[src/rtl/inst_fetch_pkg.sv]
// inst_fetch_pkg: shared bus/reset defines plus slot type and helpers for the fetch stage.
`ifndef INST_FETCH_DEFINES
`define INST_FETCH_DEFINES
`define InstAddrBus 31:0
`define InstBus 31:0
`define CpuResetAddr 32'h0000_0000
`define NOP 32'h0000_0013
`define RstEnable 1'b1
`define PcStep 32'd4
`endif

package inst_fetch_pkg;
    typedef logic [`InstAddrBus] addr_t;
    typedef logic [`InstBus] inst_t;
    localparam addr_t RESET_ADDR = `CpuResetAddr;
    localparam inst_t NOP_INST = `NOP;
    localparam addr_t PC_STEP = `PcStep;
    localparam logic RST_ENABLE = `RstEnable;

    typedef struct packed {
        addr_t addr;
        inst_t data;
        logic  ready;
    } slot_t;

    function automatic addr_t align_word(input addr_t a);
        return {a[31:2], 2'b00};
    endfunction
endpackage

[src/rtl/inst_fetch_queue.sv]
// fetch_queue: in-order fetch slots; entries are allocated at grant and filled in order by responses.
module fetch_queue
    import inst_fetch_pkg::*;
#(
    parameter int DEPTH = 2,
    parameter int CNT_W = $clog2(DEPTH) + 1
) (
    input  logic             clk_i,
    input  logic             rst_i,
    input  logic             clear_i,
    input  logic             alloc_i,
    input  addr_t            alloc_addr_i,
    input  logic             fill_i,
    input  inst_t            fill_data_i,
    input  logic             pop_i,
    output slot_t            head_o,
    output logic [CNT_W-1:0] count_o
);
    localparam int IW = CNT_W - 1;
    // Entries between rd and fill are ready; between fill and wr they await data.
    logic [CNT_W-1:0] wr_q, wr_d, fill_q, fill_d, rd_q, rd_d;
    addr_t addr_q [DEPTH];
    inst_t data_q [DEPTH];

    always_comb begin
        wr_d   = clear_i ? '0 : wr_q + CNT_W'(alloc_i);
        fill_d = clear_i ? '0 : fill_q + CNT_W'(fill_i);
        rd_d   = clear_i ? '0 : rd_q + CNT_W'(pop_i);
    end

    always_ff @(posedge clk_i) begin
        if (rst_i) begin
            wr_q   <= '0;
            fill_q <= '0;
            rd_q   <= '0;
        end else begin
            wr_q   <= wr_d;
            fill_q <= fill_d;
            rd_q   <= rd_d;
        end
    end

    always_ff @(posedge clk_i) begin
        if (alloc_i) addr_q[wr_q[IW-1:0]] <= alloc_addr_i;
        if (fill_i) data_q[fill_q[IW-1:0]] <= fill_data_i;
    end

    assign head_o  = '{addr: addr_q[rd_q[IW-1:0]], data: data_q[rd_q[IW-1:0]], ready: fill_q != rd_q};
    assign count_o = wr_q - rd_q;
endmodule

[src/rtl/inst_fetch.sv]
// inst_fetch: PC, in-order imem requests, response queue and IF/ID output register.
// Define FETCH_BYPASS_EN to forward a response straight to the output when nothing is buffered.
module inst_fetch
    import inst_fetch_pkg::*;
#(
    parameter int FIFO_DEPTH = 2,
    parameter int CNT_W      = $clog2(FIFO_DEPTH) + 1
) (
    input  logic        clk_i,
    input  logic        rst_i,
    input  logic        stall_i,
    input  logic        flush_i,
    input  logic [31:0] flush_addr_i,
    output logic        imem_req_o,
    output logic [31:0] imem_addr_o,
    input  logic        imem_gnt_i,
    input  logic        imem_rvalid_i,
    input  logic [31:0] imem_rdata_i,
    output logic [31:0] inst_addr_o,
    output logic [31:0] inst_o,
    output logic        inst_valid_o
);
    logic             rst_on, gnt, resp, fill, advance, hold, bypass, pop;
    logic [CNT_W-1:0] occ, out_q, out_d, drop_q, drop_d;
    addr_t            pc_q, pc_d, inst_addr_q, inst_addr_d;
    inst_t            inst_q, inst_d;
    logic             valid_q, valid_d;
    slot_t            head;

    assign rst_on     = rst_i == RST_ENABLE;
    assign imem_req_o = !rst_on && !flush_i && drop_q == '0 && occ < CNT_W'(FIFO_DEPTH);
    assign gnt        = imem_req_o && imem_gnt_i;
    assign resp       = imem_rvalid_i && drop_q == '0;
    assign fill       = resp && !flush_i;
    assign advance    = !stall_i && !flush_i;
    assign hold       = stall_i && !flush_i;
`ifdef FETCH_BYPASS_EN
    assign bypass = advance && fill && !head.ready;
`else
    assign bypass = 1'b0;
`endif
    assign pop = (advance && head.ready) || bypass;

    fetch_queue #(.DEPTH(FIFO_DEPTH), .CNT_W(CNT_W)) u_queue (
        .clk_i       (clk_i),
        .rst_i       (rst_on),
        .clear_i     (flush_i),
        .alloc_i     (gnt),
        .alloc_addr_i(pc_q),
        .fill_i      (fill),
        .fill_data_i (imem_rdata_i),
        .pop_i       (pop),
        .head_o      (head),
        .count_o     (occ)
    );

    // On flush every in-flight response becomes a drop; outstanding is 0 whenever drop_q is nonzero.
    always_comb begin
        pc_d        = flush_i ? align_word(flush_addr_i) : gnt ? pc_q + PC_STEP : pc_q;
        out_d       = flush_i ? '0 : out_q + CNT_W'(gnt) - CNT_W'(resp);
        drop_d      = flush_i ? drop_q + out_q - CNT_W'(imem_rvalid_i)
                              : drop_q - CNT_W'(imem_rvalid_i && drop_q != '0);
        inst_addr_d = pop ? head.addr : inst_addr_q;
        inst_d      = pop ? (head.ready ? head.data : imem_rdata_i) : hold ? inst_q : NOP_INST;
        valid_d     = pop || (hold && valid_q);
    end

    always_ff @(posedge clk_i) begin
        if (rst_on) begin
            pc_q        <= RESET_ADDR;
            out_q       <= '0;
            drop_q      <= '0;
            inst_addr_q <= RESET_ADDR;
            inst_q      <= NOP_INST;
            valid_q     <= 1'b0;
        end else begin
            pc_q        <= pc_d;
            out_q       <= out_d;
            drop_q      <= drop_d;
            inst_addr_q <= inst_addr_d;
            inst_q      <= inst_d;
            valid_q     <= valid_d;
        end
    end

    assign imem_addr_o  = pc_q;
    assign inst_addr_o  = inst_addr_q;
    assign inst_o       = inst_q;
    assign inst_valid_o = valid_q;
endmodule
[config.mk]
export PLATFORM = sky130hd
export DESIGN_NAME = inst_fetch
export DESIGN_NICKNAME = d
export VERILOG_FILES = /design/src/rtl/inst_fetch_pkg.sv /design/src/rtl/inst_fetch_queue.sv /design/src/rtl/inst_fetch.sv
export SDC_FILE = /design/constraint.sdc
export NUM_CORES = 1
export LEC_CHECK = 0
export ABC_AREA = 1
export CAP_MARGIN = 20
export CORE_MARGIN = 1
export CORE_UTILIZATION = 57
export DETAILED_ROUTE_END_ITERATION = 7
export GPL_TIMING_DRIVEN = 0
export PLACE_DENSITY = 0.85
export SLEW_MARGIN = 20
export SYNTH_ARGS = -nofsm -noshare
export SYNTH_HDL_FRONTEND = slang
export SYNTH_HIERARCHICAL = 1
export SYNTH_SLANG_ARGS = --single-unit
[constraint.sdc]
create_clock -name clk_i -period 8.4 [get_ports clk_i]
set_clock_uncertainty 0.2 [all_clocks]
set_input_delay 0.84 -clock clk_i [delete_from_list [all_inputs] [get_ports clk_i]]
set_output_delay 0.84 -clock clk_i [all_outputs]
set_load 0.01 [all_outputs]
After elaboration in Yosys (flattened, before gate mapping):

Memories as Yosys holds them, arrays and structs flattened. A register that Yosys moved wholly into a read port is not among the register bits.
Cells that the tools add are included.

* add/sub/neg operators: 10
* magnitude comparators: 1
* equality and inequality tests: 2
* muxes and demuxes: 11
* reductions and logical operators: 19

Operators with widths (count)
* 2-to-1 mux 32 bit: 5
* adder 32 x 3 -> 32 bit, second input constant: 1
* logical AND 1 bit: 11
* adder 2 x 1 -> 2 bit: 4
* subtractor 2 x 1 -> 2 bit: 3
* 2-to-1 mux 1 bit: 5
* nonzero test 2 bit: 2
* zero test 1 bit: 3
* adder 2 bit: 1
* zero test 2 bit: 1
* < comparator 2 bit, second input constant: 1
* 2-to-1 mux 2 bit: 1
* inequality test 2 x 1 -> 1 bit, second input constant: 1
* inequality test 2 bit: 1
* OR reduction 2 bit: 1
* subtractor 2 bit: 1
* logical OR 1 bit: 1

* register bits: 75
* RAM bits: 128
* bits of input ports: 70
* output and inout bits: 98
* logic and storage cells: 54
* memories: 2

Memory list
* u_queue.addr_q: depth 2, bits a word 32, read ports 1, clocked after Yosys merged registers in 1, wr ports 1, line inst_fetch_queue.sv:22 `addr_t addr_q [DEPTH];`
* u_queue.data_q: depth 2, bits a word 32, read ports 1, clocked after Yosys merged registers in 1, wr ports 1, line inst_fetch_queue.sv:23 `inst_t data_q [DEPTH];`

Longest topological paths before layout:

Gate-level depths: netlist (run 1).

* depth in word-level cells: 7
* depth in mapped cells: 14
* depth with buffers taken out: 13

Hierarchy:

Netlist (run 1), hierarchy kept.

By module, submodules not included
* fetch_queue: times used 1, cells each 374, area an instance 5113.7 µm², seq. area each 3963.8 µm²
* inst_fetch: times used 1, cells each 697, area an instance 4889.7 µm², seq. area each 1981.9 µm²

Worst setup path before layout (run 1):

Ideal clock, no wire load.

* kind: input port to flip-flop
* start point: input flush_i
* end point: memory u_queue/addr_q[1][0] (netlist bit) (enable)
* setup time: 394 ps
* data arrival time: 2417 ps
* slack: 5389 ps
* stages: 7
* buffers on the path: 3
* cells stage by stage: buf_4 -> nor2_8 -> nand4_4 -> inv_2 -> buf_6 -> buf_12 -> ha_1

* cells in the longest elaborated chain, start to end: 7

RTL lines
* start, declared: line inst_fetch.sv:12 `input logic flush_i,`
* zero test 1 bit: line inst_fetch.sv:31 `assign imem_req_o = !rst_on && !flush_i && drop_q == '0 && occ < CNT_W'(FIFO_DEPTH);`
* logical AND 1 bit (3 in series): line inst_fetch.sv:31
* logical AND 1 bit: line inst_fetch.sv:32 `assign gnt = imem_req_o && imem_gnt_i;`
* named net gnt: line inst_fetch.sv:23 `logic rst_on, gnt, resp, fill, advance, hold, bypass, pop;`
* 2-to-1 mux 1 bit: line inst_fetch_queue.sv:44 `if (alloc_i) addr_q[wr_q[IW-1:0]] <= alloc_addr_i;`
* 2-to-1 mux 1 bit (implied by the code): line inst_fetch_queue.sv:44
* end, declared: line inst_fetch_queue.sv:22

The timed path passes the listed nets, and every way through them passes these cells.

Final worst setup path (run 1):

* start point: input flush_i
* end point: output imem_req_o

* cells in the longest elaborated chain, start to end: 4

RTL lines
* zero test 1 bit: line inst_fetch.sv:31
* logical AND 1 bit (3 in series): line inst_fetch.sv:31
* end, declared: line inst_fetch.sv:14 `output logic imem_req_o,`

No other way between the ends.

==> qor.yml, run 1 <==
setup_path:
  crit_type: "in2out"
  crit_path_start: "flush_i"
  path_cells: "clkdlybuf4s50_1, buf_4, nor2_8, inv_1, nor2_1, clkdlybuf4s50_1"
  cp_top_family: "buffers and inverters"
  worst-path-buf-inv: 4
  crit_required_ns: 7.36
  worst-path-stages: 6
  r2r-start: "u_queue/rd_q[0]"
  crit_top_cell: "clkdlybuf4s50_1"
  worstRegToRegCells: 10
  cp.arrival_ns: 2.36
  start_kind: "input pin"
  critPathMaxStageDelay_ns: 0.55
  setup.worst_path.end_class: "output pin"
  critPathMaxFanout: 8
  crit_slowest_cell: "clkdlybuf4s50_1"
clock_network:
  cts_tree: "yes"
  cts_buffers: 24
  clkLatencyLatePin_ns: 0.52
  postCtsSetupRepairBufs: 0
  cts_root_buf: "clkbuf_16"
  cts-hold-fix-buffers: 0
  cts.sinks: 233
  cts_buffer_depth: 3
  h-tree-depth: 1
  clkSlewWorstSetupHoldPaths_ns: 0.06
  postCtsResizedCells: 0
timing:
  timing.final.crit_period_ns: 3.405
  finalHoldViolations: 0
  max_freq_mhz: 293.7
  setup_tns_ns: 0
  layout_setup_ws_ns: 4.995
  maxSlewHeadroom_pct: 43.36
  setup_violations: 0
  maxSlewViolCount: 0
  rsz0062_at_grt: "no"
  tightest_slew_ns: 0.8496
  fin_crit_sh_pct: 40.53
  fin_hold_ws_ns: 0.2625
die:
  die_area_um2: 18080
  initial_core_util_pct: 58.01
  die_w_um: 134.5
  fp.dieH_um: 134.5
  fp-row-count: 48
  core_um2: 17240
  io_pins: 168
place:
  dp_slack_ns: 4.920
  io_buffers: 163
  place.gp.congestion: 0.8768
  hpwl_um: 17640
worst_hold_path:
  hold_class: "reg2reg"
  min_path_cells: 2
  min_from: "inst_o[29]"
route:
  antenna_left: 0
  via_count: 8079
  avgRoutedWirePerCell_um: 16.97
  avgViaCountPerCell: 5.350
  drc: 0
  first_iter_violations: 779
  dr.pass1.iters: 6
  routed_wl_um: 25620
cells_and_area:
  num-nets-final: 1349
  fill_cells: 1139
  antenna_cells: 0
  syn_to_final_growth_pct: 27.95
  drive_above_1_share_pct: 9.728
power_and_ir_drop:
  p_leak_nw: 4.708
  peakVddDrop_mv: 0.1460
  power_mw: 2.520
  power.density_nw_per_um2: 197.0
grt:
  antenna_found_initial: 0
  grt_util_met2_pct: 49.05
  gr-usage-all-layers_pct: 28.18
  overflow: 0
  grt_pass1_vias: 7803
  grt-busiest-layer: "met2"
  grt_first_pass_wirelength_um: 39420
  met3_usage_pct: 4.129
  met1_usage_pct: 35.07
  grt_start_max_net_pins: 33
synthesis:
  syn_area_um2: 10000
  yosysWarningCount: 6
  syn-mean-instance-area_um2: 9.345
  syn_inst: 1070
run_status:
  outcome: "completed"
job:
  cap_violations: 0
## report_power, final
part           switching [mW]  internal, mW  leakage (nW)  total (mW)
Clock                   0.439         0.614         0.385        1.05
Sequential             0.0325          1.24          2.03        1.27
Combinational           0.105        0.0930          2.30       0.198
## final timing paths
check	to	slack (ns)
hold reg to reg	inst_o[29]	0.26
hold / removal	inst_o[29]	0.26
setup / recovery	imem_req_o	5.00
setup reg to reg	u_queue/addr_q[0][29]	5.58
## tightest hold or removal path, stage by stage (launching register included)
cell and delay (ns):
dfxtp_1 0.31, nand2_1 0.06, a21oi_1 0.05
## sequential cells by signal, summed over array words and instances (netlist names), 30 cells and up
| register | count |
|---|---|
| u_queue/addr_q | 64 |
| inst_o | 32 |
| imem_addr_o | 30 |
| u_queue/data_q | 64 |
| inst_addr_o | 32 |
## metal layers
metal	vias up	share of wire [%]
met4	0	3.4
met2	390	50
li1	3856	-
met1	3773	39
met5	-	0
met3	60	8.3
## stage by stage
stage          cell area, um^2  std cells  utilization [%]
6_report                 12790       1510            74.23
5_1_grt                  12790       1510            74.23
4_1_cts                  12790       1510            74.23
3_5_place_dp             12000       1466            69.63
3_3_place_gp             11930       1463            69.22
2_1_floorplan            10020       1075                -
## cells in the final DEF, fill, tap and decap left out, drive strengths merged, types with 5 or more instances in the layout
master and count:
nand2 257, xnor2 9, clkinv 8, buf 36, a31oi 6, o21ai 129, edfxtp 128, xor2 5
dfxtp 105, nor2 118, ha 12, inv 141, clkbuf 49, clkdlybuf4s50 163, conb 6, nand3 40
a21oi 55
## area by class of cell
cell class                 instances  area [um^2]  share of cell area, %
buffer                            48        350.3                  2.738
clock buffer                      34        699.4                  5.466
clock inverter                    10        93.84                 0.7334
inverter                         142        534.3                  4.176
multi-input combinational        652         3198                  25.00
sequential                       233         5946                  46.47
tap                              225        281.5                  2.200
timing repair buffer             166         1692                  13.22
Power figures use the tool's default switching activity.
==> run 2: changes to the inputs <==
- CORE_UTILIZATION: 57 -> 48
- PLACE_DENSITY: 0.85 -> 0.76
- clock period: 8.4 -> 2.93 ns (I/O delays scaled with it)
==> run 2 against run 1 <==
Clock-buffer cell count decreased by 1. Sequential power increased to 2.9 times the previous value. Die area rose by 18%. First-iteration DRC count shrank 28%.
==> qor.yml, run 2 (same netlist as run 1, synthesis figures left out) <==
run_status:
  outcome: "completed"
cells_and_area:
  finalNonFillerCells: 1556
  layout_commonest_cell: "nand2_1"
  drive_above_1_share_pct: 9.798
  syn_to_final_growth_pct: 29.34
  num-nets-final: 1350
  final_cell_area_um2: 12930
  final_cell_mix: "nand2_1, clkdlybuf4s50_1, inv_1, edfxtp_1, o21ai_0"
  antenna_cells: 0
grt:
  grt_util_met2_pct: 38.69
  grt_start_max_net_pins: 32
  met1_usage_pct: 28.22
  grt-busiest-layer: "met2"
  antenna_found_initial: 0
  grt_first_pass_wirelength_um: 37540
  met3_usage_pct: 2.594
  gr-usage-all-layers_pct: 22.28
  overflow: 0
  grt_pass1_vias: 7550
die:
  initial_core_util_pct: 49.26
  fp-row-count: 52
  io_pins: 168
  die_area_um2: 21410
  core_um2: 20300
  die_w_um: 146.3
  fp.dieH_um: 146.3
setup_path:
  crit_type: "reg2out"
  worstRegToRegCells: 11
  setup.worst_path.end_class: "output pin"
  reg2reg_slack_ns: 0.47
  crit_required_ns: 2.44
  cp.arrival_ns: 2.12
  start_kind: "flop"
  r2r-start: "u_queue/rd_q[0]"
  crit-reg2reg-capture: "u_queue/addr_q[1][24]"
  setup.worst_path.end: "imem_req_o"
  critPathMaxFanout: 5
  crit_path_start: "u_queue/rd_q[0]"
timing:
  finalHoldViolations: 0
  rsz0062_at_grt: "no"
  max_freq_mhz: 382.9
  tightest_slew_ns: 0.8544
  fin_crit_sh_pct: 89.14
  layout_setup_ws_ns: 0.3183
  timing.final.crit_period_ns: 2.612
  setup_violations: 0
  setup_tns_ns: 0
  maxSlewViolCount: 0
  maxSlewHeadroom_pct: 43.04
worst_hold_path:
  hold_class: "in2reg"
power_and_ir_drop:
  power_mw: 7.423
  power.density_nw_per_um2: 574.0
  peakVddDrop_mv: 0.3941
  p_leak_nw: 4.750
route:
  routed_wl_um: 23610
  drc: 0
  avgViaCountPerCell: 4.981
  first_iter_violations: 558
  via_count: 7751
  antenna_left: 0
  dr.pass1.iters: 6
  avgRoutedWirePerCell_um: 15.17
clock_network:
  cts-hold-fix-buffers: 0
  cts_buffers: 24
  postCtsSetupRepairBufs: 0
  clkSlewWorstSetupHoldPaths_ns: 0.06
  cts_root_buf: "clkbuf_16"
  cts_tree: "yes"
  cts.sinks: 233
  cts_buffer_depth: 3
  postCtsResizedCells: 0
  h-tree-depth: 1
  clkLatencyLatePin_ns: 0.52
place:
  io_buffers: 163
  place_area_um2: 12080
  dp_slack_ns: 0.2772
  hpwl_um: 16800
  dp_cells: 1512
  place.gp.congestion: 0.8842
job:
  cap_violations: 0
run 2: changes by cell type in the layout (fill, tap and decap cells not counted):
cell        change
buf_12          +1
clkbuf_8        -2
clkinvlp_4      -2
clkinv_2        -1
clkinv_1        -1
clkinv_4        +1
clkbuf_1        +1
inv_8           +1
bufinv_16       +3
run 2: metal layers:
layer	vias to the layer above	routed length [um]
met5	-	0
met4	0	775
met3	49	1560
met2	274	11640
met1	3586	9631
li1	3842	-
run 2: final cells by class:
class                   instances  area, um^2
fillers                      1658        7366
repair buffers                167        1712
flip-flops and latches        233        5946
plain buffers                  48       350.3
clock inverters                11       180.2
well taps                     270       337.8
clock buffers                  33       675.6
inverters                     142       534.3
multi-input cells             652        3198
run 2: how the worst min path moves through the flow:
stage,slack [ns],from,depth (start not counted),to
4_1_cts,0.14,imem_rdata_i[31],1,u_queue/data_q[1][31]
3_3_place_gp,0.25,inst_o[8],2,inst_o[8]
5_1_grt,0.14,imem_rdata_i[22],1,u_queue/data_q[0][22]
6_report,0.15,flush_addr_i[2],3,imem_addr_o[2]
2_1_floorplan,0.19,imem_rdata_i[0],0,u_queue/data_q[0][0]
3_5_place_dp,0.25,inst_o[7],2,inst_o[7]
run 2: per-stage QoR:
| stage | util [%] | hold slack, ns |
|---|---|---|
| 5_1_grt | 63.71 | 0.1407 |
| 4_1_cts | 63.71 | 0.1367 |
| 3_3_place_gp | 59.05 | 0.2511 |
| 3_5_place_dp | 59.50 | 0.2541 |
| 6_report | 63.71 | 0.1530 |
| 2_1_floorplan | - | 0.1919 |
run 2: where the power goes:
| part | internal (mW) | switching [mW] | total, mW |
|---|---|---|---|
| combinational | 0.269 | 0.292 | 0.562 |
| clock | 1.98 | 1.24 | 3.23 |
| sequential | 3.55 | 0.0884 | 3.63 |
run 2: worst max-delay path, cell delays in order (launching register included):
cell	delay, ns
dfxtp_1	0.42
ha_1	0.21
inv_1	0.05
nand2_1	0.05
nand2_1	0.05
inv_1	0.11
nand2_1	0.07
nor2_1	0.09
clkdlybuf4s50_1	0.55
